**config.mk**
```make
export PLATFORM = sky130hd
export DESIGN_NAME = rv_fetch_buf
export DESIGN_NICKNAME = d
export VERILOG_FILES = /design/src/rtl/rv_fetch_buf.sv
export SDC_FILE = /design/constraint.sdc
export NUM_CORES = 1
export LEC_CHECK = 0
export ABC_AREA = 1
export CAP_MARGIN = 20
export CORE_MARGIN = 5
export CORE_UTILIZATION = 52
export CTS_CLUSTER_SIZE = 30
export DETAILED_ROUTE_END_ITERATION = 10
export PLACE_DENSITY = 0.85
export SLEW_MARGIN = 20
export SYNTH_ARGS = -nofsm -noshare
export SYNTH_HDL_FRONTEND = slang
export SYNTH_SLANG_ARGS = --single-unit
export TNS_END_PERCENT = 10
```
**constraint.sdc**
```tcl
create_clock -name i_clk -period 9.9 [get_ports i_clk]
set_input_delay 0.99 -clock i_clk [delete_from_list [all_inputs] [get_ports i_clk]]
set_output_delay 0.99 -clock i_clk [all_outputs]
set_load 0.03 [all_outputs]
```
**src/rtl/rv_fetch_buf.sv**
```systemverilog
// Instruction fetch buffer: one word read per PC, {pc, instr} FIFO toward decode.
// Optional bus-error support is enabled by defining FETCH_BUS_ERR_EN.
module rv_fetch_buf #(
  parameter int          DEPTH     = 2,
  parameter logic [31:0] NOP_INSTR = 32'h0000_0013
) (
  input  logic        i_clk,
  input  logic        i_reset_n,
  input  logic [29:0] i_pc,
  input  logic        i_flush,
  output logic        o_stall,
  output logic        o_bus_req,
  output logic [29:0] o_bus_addr,
  input  logic        i_bus_ack,
  input  logic [31:0] i_bus_rdata,
`ifdef FETCH_BUS_ERR_EN
  input  logic        i_bus_err,
  output logic        o_fault,
`endif
  output logic        o_valid,
  output logic [29:0] o_pc,
  output logic [31:0] o_instr,
  input  logic        i_ready
);

  localparam int AW = $clog2(DEPTH);
  localparam logic [AW:0] LAST_SLOT = (AW+1)'(DEPTH - 1);
  localparam logic [AW:0] PTR_INC   = (AW+1)'(1);

`ifdef FETCH_BUS_ERR_EN
  typedef enum logic [1:0] {IDLE, REQ, DROP, HALT} state_t;
`else
  typedef enum logic [1:0] {IDLE, REQ, DROP} state_t;
`endif

  state_t state, state_nxt;

  logic [AW:0] wr_ptr, rd_ptr, count;
  logic        empty, full, pop, push, space, addr_load;
  logic [29:0] pc_mem    [DEPTH];
  logic [31:0] instr_mem [DEPTH];
`ifdef FETCH_BUS_ERR_EN
  logic        fault_mem [DEPTH];
  logic        push_fault;
`endif

  assign empty = (wr_ptr == rd_ptr);
  assign full  = (wr_ptr[AW] != rd_ptr[AW]) && (wr_ptr[AW-1:0] == rd_ptr[AW-1:0]);
  assign count = wr_ptr - rd_ptr;
  // A pop during a flush is not a transfer: the flush wins.
  assign pop   = !empty && i_ready && !i_flush;
  assign space = !full || pop;

  // NOTE: every always_comb output gets a default first so no latch is inferred.
  always_comb begin
    state_nxt = state;
    push      = 1'b0;
    addr_load = 1'b0;
    o_bus_req = 1'b0;
    o_stall   = 1'b1;
`ifdef FETCH_BUS_ERR_EN
    push_fault = 1'b0;
`endif
    case (state)
      IDLE: begin
        if (!i_flush && space) begin
          state_nxt = REQ;
          addr_load = 1'b1;
        end
      end
      REQ: begin
        o_bus_req = 1'b1;
        o_stall   = !(i_bus_ack && !i_flush);
        if (i_bus_ack) begin
          if (i_flush) begin
            state_nxt = IDLE;
          end else begin
            push = 1'b1;
`ifdef FETCH_BUS_ERR_EN
            if (i_bus_err) begin
              push_fault = 1'b1;
              state_nxt  = HALT;
            end else
`endif
            // Keep streaming only if the FIFO still has room after this cycle.
            if (pop || (count < LAST_SLOT)) begin
              addr_load = 1'b1;
            end else begin
              state_nxt = IDLE;
            end
          end
        end else if (i_flush) begin
          state_nxt = DROP;
        end
      end
      DROP: begin
        o_bus_req = 1'b1;
        if (i_bus_ack) state_nxt = IDLE;
      end
`ifdef FETCH_BUS_ERR_EN
      HALT: begin
        if (i_flush) state_nxt = IDLE;
      end
`endif
      default: state_nxt = IDLE;
    endcase
  end

  always_ff @(posedge i_clk) begin
    if (!i_reset_n) begin
      state      <= IDLE;
      o_bus_addr <= '0;
      wr_ptr     <= '0;
      rd_ptr     <= '0;
    end else begin
      state <= state_nxt;
      if (addr_load) o_bus_addr <= i_pc;
      if (i_flush) begin
        wr_ptr <= '0;
        rd_ptr <= '0;
      end else begin
        if (push) wr_ptr <= wr_ptr + PTR_INC;
        if (pop)  rd_ptr <= rd_ptr + PTR_INC;
      end
    end
  end

  // NOTE: storage is not reset; the pointers alone define which entries are live.
  always_ff @(posedge i_clk) begin
    if (push) begin
      pc_mem[wr_ptr[AW-1:0]] <= o_bus_addr;
`ifdef FETCH_BUS_ERR_EN
      instr_mem[wr_ptr[AW-1:0]] <= push_fault ? NOP_INSTR : i_bus_rdata;
      fault_mem[wr_ptr[AW-1:0]] <= push_fault;
`else
      instr_mem[wr_ptr[AW-1:0]] <= i_bus_rdata;
`endif
    end
  end

  assign o_valid = !empty;
  assign o_pc    = empty ? '0 : pc_mem[rd_ptr[AW-1:0]];
  assign o_instr = empty ? NOP_INSTR : instr_mem[rd_ptr[AW-1:0]];
`ifdef FETCH_BUS_ERR_EN
  assign o_fault = !empty && fault_mem[rd_ptr[AW-1:0]];
`endif

endmodule

```
==> reports/results.md, run 1 <==
| Step | Result | This run |
|---|---|---|
| status | Status | finished clean |
| drt | DRT Wirelength | 15030 um |
| setup path | Arr. time, crit path | 3.17 ns |
| drt | Vias per inst | 5.254 |
| clock network | Maximum number of buffers from clock root to sink | 2 |
| setup path | Critical path data required time | 8.91 ns |
| setup path | Minimum setup slack among reg-to-reg paths | 7.43 ns |
| final layout | Layout cell share with drive strength beyond 1 | 0.06734 |
| clock network | TritonCTS clock tree | done |
| setup path | Crit. End Element | output port |
| floorplan | Die extent in x | 118.2 um |
| floorplan | Overall die area | 13960 um2 |
| logic synthesis | Count of cell types in the netlist | 20 |
| setup path | Crit Path Max Fanout | 63 |
| placement | Placer's final routability congestion estimate | 0.7867 |
| pwr | Internal portion of total power | 1.409 mW |
| setup path | Startpoint types | flop |
| clock network | Number of buffers added by the clock tree synthesis step | 17 |
| final layout | Non-filler cells in the finished layout | 841 |
| timing | Max frequency | 240.5 MHz |
| setup path | Capture point of the worst reg-to-reg path | instr_mem[1][0] |
| placement | Cell total after placement | 809 |
| floorplan | Initial core utilization | 0.5305 |
| global route | First-pass GRT wire length | 23980 um |
| final layout | Area occupied by multi-input gates | 1431 um2 |
| logic synthesis | Async set-reset flop share out of synthesis | 0 |
| timing | Final slew viol count | 0 |
| pwr | Cell leakage power | 3.060 nW |
| timing | Number of endpoints failing setup at the final stage | 0 |
| clock network | Post-cts gate resize count | 0 |
| floorplan | Number of rows in the core area | 39 |
| logic synthesis | Number of synthesized register bits | 161 |
| logic synthesis | Synth top area share | 0.6121 |
| logic synthesis | Gate count of the mapped netlist | 531 |
| logic synthesis | Most instantiated flip-flop cell in the synthesis netlist | edfxtp_1 |
| logic synthesis | Most numerous cell in the Yosys netlist | nand2_1 |
| timing | Worst slew slack as a fraction of its limit | 0.3201 |
| setup path | Reg-to-reg critical path startpoint | state[1] |
| drt | Detailed Routing Iterations Pass 1 | 4 |
| clock network | Number of post-CTS setup repair buffers | 0 |
| logic synthesis | Sequential area share after synthesis | 0.7339 |
| floorplan | I/O pin count | 162 |
| placement | Estimated wirelength of the detail-placed design | 9539 um |
| clock network | Hold buffer count at cts | 0 |
| placement | Worst-case setup slack after placement | 6.202 ns |
| global route | Overall global routing resource usage | 0.2182 |
| global route | Number of antenna violations at the first check in global routing | 0 |
| timing | Worst setup skew after layout | 0.01171 ns |
| setup path | Critical path start-end classification | reg2out |
| pwr | Part of the power in the clock network | 0.359 |
| timing | Final cycle utilization of the critical path | 0.4199 |
| pwr | Maximum ir drop on the vdd rail | 155.8 uV |
| clock network | Clock transition at the register clock pins on the worst setup and hold paths after CTS | 0.06 ns |
| hold path | Beginning of the worst hold path | o_bus_addr[29] |
| timing | Final setup margin | 5.743 ns |
| floorplan | Area of the core | 11470 um2 |
| drt | DR vias | 4419 |
| clock network | Level count of the clock H-tree | 4 |
| clock network | Total number of clock tree sinks | 161 |
| placement | Count of input and output buffers | 161 |
| floorplan | Die H | 118.2 um |
| pwr | Total power density per cell area | 231.3 nW/um2 |
| drt | Detail-routed net length per standard cell | 17.87 um |
| timing | Final TNS setup | 0 ns |
| global route | Largest net degree at the start of global routing | 64 |
| pwr | Power share of the combinational group | 0.195 |
| clock network | CTS Root Buffer Type | clkbuf_16 |
| drt | Final routed DRC violation total | 0 |
| logic synthesis | Netlist area before placement | 6083 um2 |
| timing | Post-layout min period | 4.157 ns |
| pwr | Psw | 0.5351 mW |
| logic synthesis | Synthesis Warnings | 0 |
| global route | Total congestion overflow after global routing | 0 |
| final layout | Filler cell count in the final layout | 746 |
| logic synthesis | Dominant cells by area after synthesis | edfxtp_1 (61%), dfxtp_1 (12%), nand2_1 (8.8%) |
| logic synthesis | Most instantiated cells after synthesis | nand2_1 (143), edfxtp_1 (124), a21oi_1 (65), nor2_1 (65), dfxtp_1 (37) |
| logic synthesis | Top cell type by total area after synthesis | edfxtp_1 |
| logic synthesis | Post-synth net total | 601 |
| timing | Hold Fails Final Rpt | 0 |
| logic synthesis | Count of flip-flops with a built-in enable after synthesis | 124 |
| final layout | Sequential cell area | 4468 um2 |
| final layout | Inserted Diodes | 0 |
| drt | Remaining antenna violation count | 0 |
| hold path | Class of the tightest hold or removal check | reg2reg |
| drt | Count of routing violations after the opening detailed-route iteration | 350 |
| global route | Via count of the first global-routing pass | 4583 |
| hold path | Hold Path Cell Cnt | 0 |
| timing | RSZ-0062 raised after global routing | false |
| run | Max-cap violations | 0 |
| pwr | Part of the power in registers | 0.447 |
| logic synthesis | Synth Area per Inst | 11.46 um2 |
| hold path | Worst-case hold path end point | pc_mem[1][29] |
| clock network | Clock Latency Late Sink | 0.41 ns |
| final layout | Synth-to-Final Area Change | 38.21% |
| timing | Actual transition at the worst max-transition pin | 1.018 ns |
| final layout | Net count of the finished layout | 755 |
| pwr | Switching Share | 0.2752 |
| setup path | R2R cell count | 7 |
-- routing by layer --
layer	wire, um	part of all wire	up-vias	track usage
met5	0	0	-	0
met4	342	0.023	0	0.08029
met3	834	0.055	26	0.07020
met2	7985	0.53	150	0.3780
met1	5867	0.39	2125	0.2539
li1	-	-	2118	-
-- cell usage in the layout, fill, tap and decap left out, types with 2 or more instances in the layout --
cell type	instances
dfxtp_1	36
inv_2	6
edfxtp_1	124
nand2_4	2
clkbuf_16	19
nor2_1	64
inv_1	9
nand3b_1	2
o21a_1	2
clkdlybuf4s50_1	160
buf_4	2
ha_1	3
nand2_2	4
clkinv_2	2
a21oi_1	65
clkbuf_1	3
o21ai_0	32
nand3_1	6
nand2_1	143
clkinvlp_4	2
clkbuf_8	3
bufinv_16	3
-- kinds of logic (layout without fill, tap and decap cells) --
logic type / Yosys count / count (layout) / synth area share
and+or+nand+nor: 224 / 224 / 0.1456
DFF: 161 / 161 / 0.7339
AOI/OAI and AO/OA: 99 / 99 / 0.08227
buffers and inverters: 44 / 211 / 0.03208
adders and majority gates: 3 / 3 / 0.006171
-- registers in the layout, indices dropped and copies added, names as in the netlist, named ones only --
name        count
instr_mem      64
pc_mem         60
o_bus_addr     30
rd_ptr          2
state           2
wr_ptr          2
-- layout make-up --
type / count / share of cell area
Sequential cell: 161 / 0.5314
Clock inverter: 7 / 0.01414
Tap cell: 143 / 0.02128
Multi-Input combinational cell: 326 / 0.1702
Clock buffer: 25 / 0.06280
Inverter: 16 / 0.007292
Timing Repair Buffer: 163 / 0.1929
-- power by group through the flow --
stage | combinational [mW] | clock (mW) | sequential (mW)
after CTS | 0.381 | 0.708 | 0.868
final | 0.379 | 0.698 | 0.869
after global routing | 0.407 | 0.743 | 0.877
after detailed placement | 0.378 | 0 | 0.881
after global placement | 0.365 | 0 | 0.875
after floorplan | 0.146 | 0 | 0.947
-- metrics by stage --
| stage | cell area (um2) | util | total power, mW | hold WS (ns) |
|---|---|---|---|---|
| final | 8408 | 0.7332 | 1.945 | 0.4665 |
| after global routing | 8408 | 0.7332 | 2.027 | 0.4864 |
| after CTS | 8412 | 0.7336 | 1.957 | 0.4753 |
| after detailed placement | 7765 | 0.6771 | 1.259 | 0.4590 |
| after global placement | 7762 | 0.6769 | 1.240 | 0.4546 |
| after floorplan | 6083 | - | 1.093 | 0.4595 |
-- critical path, cell delays in order (launching register included) --
cell and delay (ns):
dfxtp_4 0.79, clkinv_2 0.90, nand2_1 0.31, a21oi_1 0.10, clkdlybuf4s50_1 0.64
-- worst max-delay path by stage --
stage | from | slack [ns] | end
after floorplan | i_flush | 5.23 | instr_mem[0][0]
after global placement | flop | 6.02 | o_instr[21]
after detailed placement | i_flush | 6.20 | o_stall
after CTS | flop | 5.90 | o_pc[12]
after global routing | flop | 5.46 | o_pc[15]
final | flop | 5.74 | o_instr[29]
Note: power is estimated with default switching activity, not from simulation.
==> run 2: changes to the inputs <==
--- a/config.mk
+++ b/config.mk
@@ -8,10 +8,10 @@
 export ABC_AREA = 1
 export CAP_MARGIN = 20
 export CORE_MARGIN = 5
-export CORE_UTILIZATION = 52
+export CORE_UTILIZATION = 44
 export CTS_CLUSTER_SIZE = 30
 export DETAILED_ROUTE_END_ITERATION = 10
-export PLACE_DENSITY = 0.85
+export PLACE_DENSITY = 0.77
 export SLEW_MARGIN = 20
 export SYNTH_ARGS = -nofsm -noshare
 export SYNTH_HDL_FRONTEND = slang
==> constraint.sdc (replaced) <==
create_clock -name i_clk -period 3.6 [get_ports i_clk]
set_input_delay 0.36 -clock i_clk [delete_from_list [all_inputs] [get_ports i_clk]]
set_output_delay 0.36 -clock i_clk [all_outputs]
set_load 0.03 [all_outputs]
==> reports/results.md, run 2 (same netlist as run 1, synthesis figures left out) <==
| Step | Result | This run | Delta |
|---|---|---|---|
| final layout | Inserted Diodes | 0 | unchanged |
| setup path | Startpoint types | flop |  |
| drt | DR vias | 4377 | -0.95% |
| global route | Met2 global-route usage | 0.3230 | -0.05498 |
| clock network | Maximum number of buffers from clock root to sink | 2 | unchanged |
| timing | Final setup margin | 0.7964 ns | -4.946 ns |
| pwr | Switching Share | 0.2802 | +0.005055 |
| final layout | Net count of the finished layout | 759 | +0.53% |
| clock network | Level count of the clock H-tree | 4 | unchanged |
| floorplan | I/O pin count | 162 | unchanged |
| timing | Hold Fails Final Rpt | 0 | unchanged |
| drt | Final routed DRC violation total | 0 | unchanged |
| timing | Number of endpoints failing setup at the final stage | 0 | unchanged |
| clock network | Hold buffer count at cts | 0 | unchanged |
| pwr | Psw | 1.456 mW | +170% |
| clock network | TritonCTS clock tree | done |  |
| final layout | Layout cell share with drive strength beyond 1 | 0.07123 | +0.003890 |
| setup path | Cell at the slowest stage of the critical path | clkdlybuf4s50_1 |  |
| drt | Count of routing violations after the opening detailed-route iteration | 336 | -4.0% |
| final layout | Core utilization of the finished layout | 0.6171 | -0.1162 |
| clock network | Number of buffers added by the clock tree synthesis step | 17 | unchanged |
| timing | Post-layout min period | 2.804 ns |  |
| global route | Met1 capacity usage during global routing | 0.2139 | -0.04004 |
| final layout | Most frequent cells in the layout | clkdlybuf4s50_1 (161), nand2_1 (143), edfxtp_1 (124) |  |
| pwr | Part of the power in the clock network | 0.340 | -0.019 |
| timing | Final TNS setup | 0 ns | unchanged |
| clock network | Clock transition at the register clock pins on the worst setup and hold paths after CTS | 0.06 ns | about the same |
| drt | Vias per inst | 4.963 | -5.6% |
| final layout | Non-filler cells in the finished layout | 882 | +4.9% |
| pwr | Internal portion of total power | 3.738 mW | +170% |
| final layout | Most common library cell in the layout ignoring fill and taps | clkdlybuf4s50_1 |  |
| global route | Met3 Usage GRT | 0.05100 | -0.01920 |
| drt | DRT Wirelength | 14520 um | -3.4% |
| setup path | Cells along the critical path | inv_2 > nand2_1 > nand2_2 > nand2_4 > inv_4 > a21oi_1 > clkdlybuf4s50_1 |  |
| setup path | Critical path's largest stage delay | 0.73 ns | -0.17 ns |
| global route | First-pass GRT wire length | 23050 um | -3.9% |
| clock network | Number of post-CTS setup repair buffers | 0 | unchanged |
| final layout | Post-route cell area | 8466 um2 | +0.68% |
| setup path | Crit Path Max Fanout | 59 | -6.3% |
| global route | Via count of the first global-routing pass | 4646 | +1.4% |
| final layout | Area occupied by multi-input gates | 1431 um2 | unchanged |
| drt | Remaining antenna violation count | 0 | unchanged |
| pwr | Maximum ir drop on the vdd rail | 387.5 uV | +150% |
| floorplan | Die extent in x | 127.6 um | +8.0% |
| run | Max-cap violations | 0 | unchanged |
| pwr | Power share of the combinational group | 0.200 | +0.005 |
| timing | Max frequency | 356.7 MHz |  |
| timing | Final slew viol count | 0 | unchanged |
| clock network | Total number of clock tree sinks | 161 | unchanged |
| final layout | Sequential cell area | 4466 um2 | about the same |
| floorplan | Area of the core | 13720 um2 | +20% |
| floorplan | Die H | 127.6 um | +8.0% |
| global route | Largest net degree at the start of global routing | 63 | -1.6% |
| final layout | Flip-flop count of the largest register after layout | 64 | unchanged |
| drt | Detailed Routing Iterations Pass 1 | 4 | unchanged |
| floorplan | Initial core utilization | 0.4434 | -0.08709 |
| timing | Actual transition at the worst max-transition pin | 0.7003 ns | -0.3181 ns |
| setup path | Critical path data required time | 3.24 ns | -5.67 ns |
| setup path | Arr. time, crit path | 2.44 ns | -0.73 ns |
| placement | Cell total after placement | 850 | +5.1% |
| pwr | Cell leakage power | 3.078 nW | +0.61% |
| drt | Detail-routed net length per standard cell | 16.46 um | -7.9% |
| clock network | Clock Latency Late Sink | 0.41 ns | about the same |
| placement | Placer's final routability congestion estimate | 0.7827 | -0.51% |
| status | Status | finished clean |  |
| hold path | Class of the tightest hold or removal check | reg2reg |  |
| global route | Overall global routing resource usage | 0.1811 | -0.03714 |
| clock network | CTS Root Buffer Type | clkbuf_16 |  |
| setup path | Family of cells with the greatest summed delay on the critical path | buffers and inverters |  |
| setup path | Crit. End Element | output port |  |
| global route | Number of antenna violations at the first check in global routing | 0 | unchanged |
| placement | Estimated wirelength of the detail-placed design | 9491 um | -0.50% |
| floorplan | Number of rows in the core area | 43 | +10% |
| timing | Worst setup skew after layout | 0.009138 ns | -0.002573 ns |
| global route | Peak-usage layer in the global routing report | met2 |  |
| placement | Count of input and output buffers | 161 | unchanged |
| floorplan | Overall die area | 16280 um2 | +17% |
| placement | Placed cell areas | 7864 um2 | +1.3% |
| pwr | Total power density per cell area | 613.5 nW/um2 | +170% |
| setup path | Critical path start-end classification | reg2out |  |
| timing | Worst slew slack as a fraction of its limit | 0.5317 | +0.2116 |
| setup path | Crit path buffers/inverters | 3 | +1 |
| timing | Worst hold slack | 0.4850 ns | +0.01850 ns |
| global route | Total congestion overflow after global routing | 0 | unchanged |
| pwr | Total Power | 5.194 mW | +170% |
| final layout | Synth-to-Final Area Change | 39.16% |  |
| pwr | Part of the power in registers | 0.460 | +0.013 |
| timing | Final cycle utilization of the critical path | 0.7788 |  |
| placement | Worst-case setup slack after placement | 0.9089 ns | -5.293 ns |
| timing | RSZ-0062 raised after global routing | false |  |
| final layout | Filler cell count in the final layout | 1076 | +44% |
## run 2: worst paths after layout
| path | startpoint | to | slack (ns) | cells past startpoint |
|---|---|---|---|---|
| max | wr_ptr[0] | o_pc[27] | 0.80 | 7 |
| min | o_bus_addr[27] | pc_mem[1][27] | 0.49 | 0 |
| max reg2reg | state[1] | o_bus_addr[29] | 1.40 | 9 |
| min reg2reg | o_bus_addr[27] | pc_mem[1][27] | 0.49 | 0 |
## run 2: layer usage
metal	share of wire	wire length [um]	vias to the layer above
met2	0.53	7675	139
li1	-	-	2132
met3	0.058	836	6
met4	0.0062	90	0
met1	0.41	5917	2100
met5	0	0	-
## run 2: power groups by stage
stage	clock network [mW]	registers, mW	logic [mW]
after global placement	0	2.41	1.01
after CTS	1.80	2.39	1.05
after detailed placement	0	2.42	1.04
after floorplan	0	2.60	0.402
final	1.77	2.39	1.04
after global routing	1.90	2.41	1.12
## run 2: final cells by class
class / instances / area share
well taps: 180 / 0.02660
flip-flops and latches: 161 / 0.5275
repair buffers: 167 / 0.1986
inverters: 16 / 0.007390
clock buffers: 24 / 0.06208
multi-input cells: 326 / 0.1691
clock inverters: 8 / 0.008720
## run 2: what timing repair did
| action | CTS | global route |
|---|---|---|
| resized for setup | 0 | 1 |
| endpoints found under the setup margin | 0 | 1 |
| endpoints found under the hold margin | 0 | 0 |
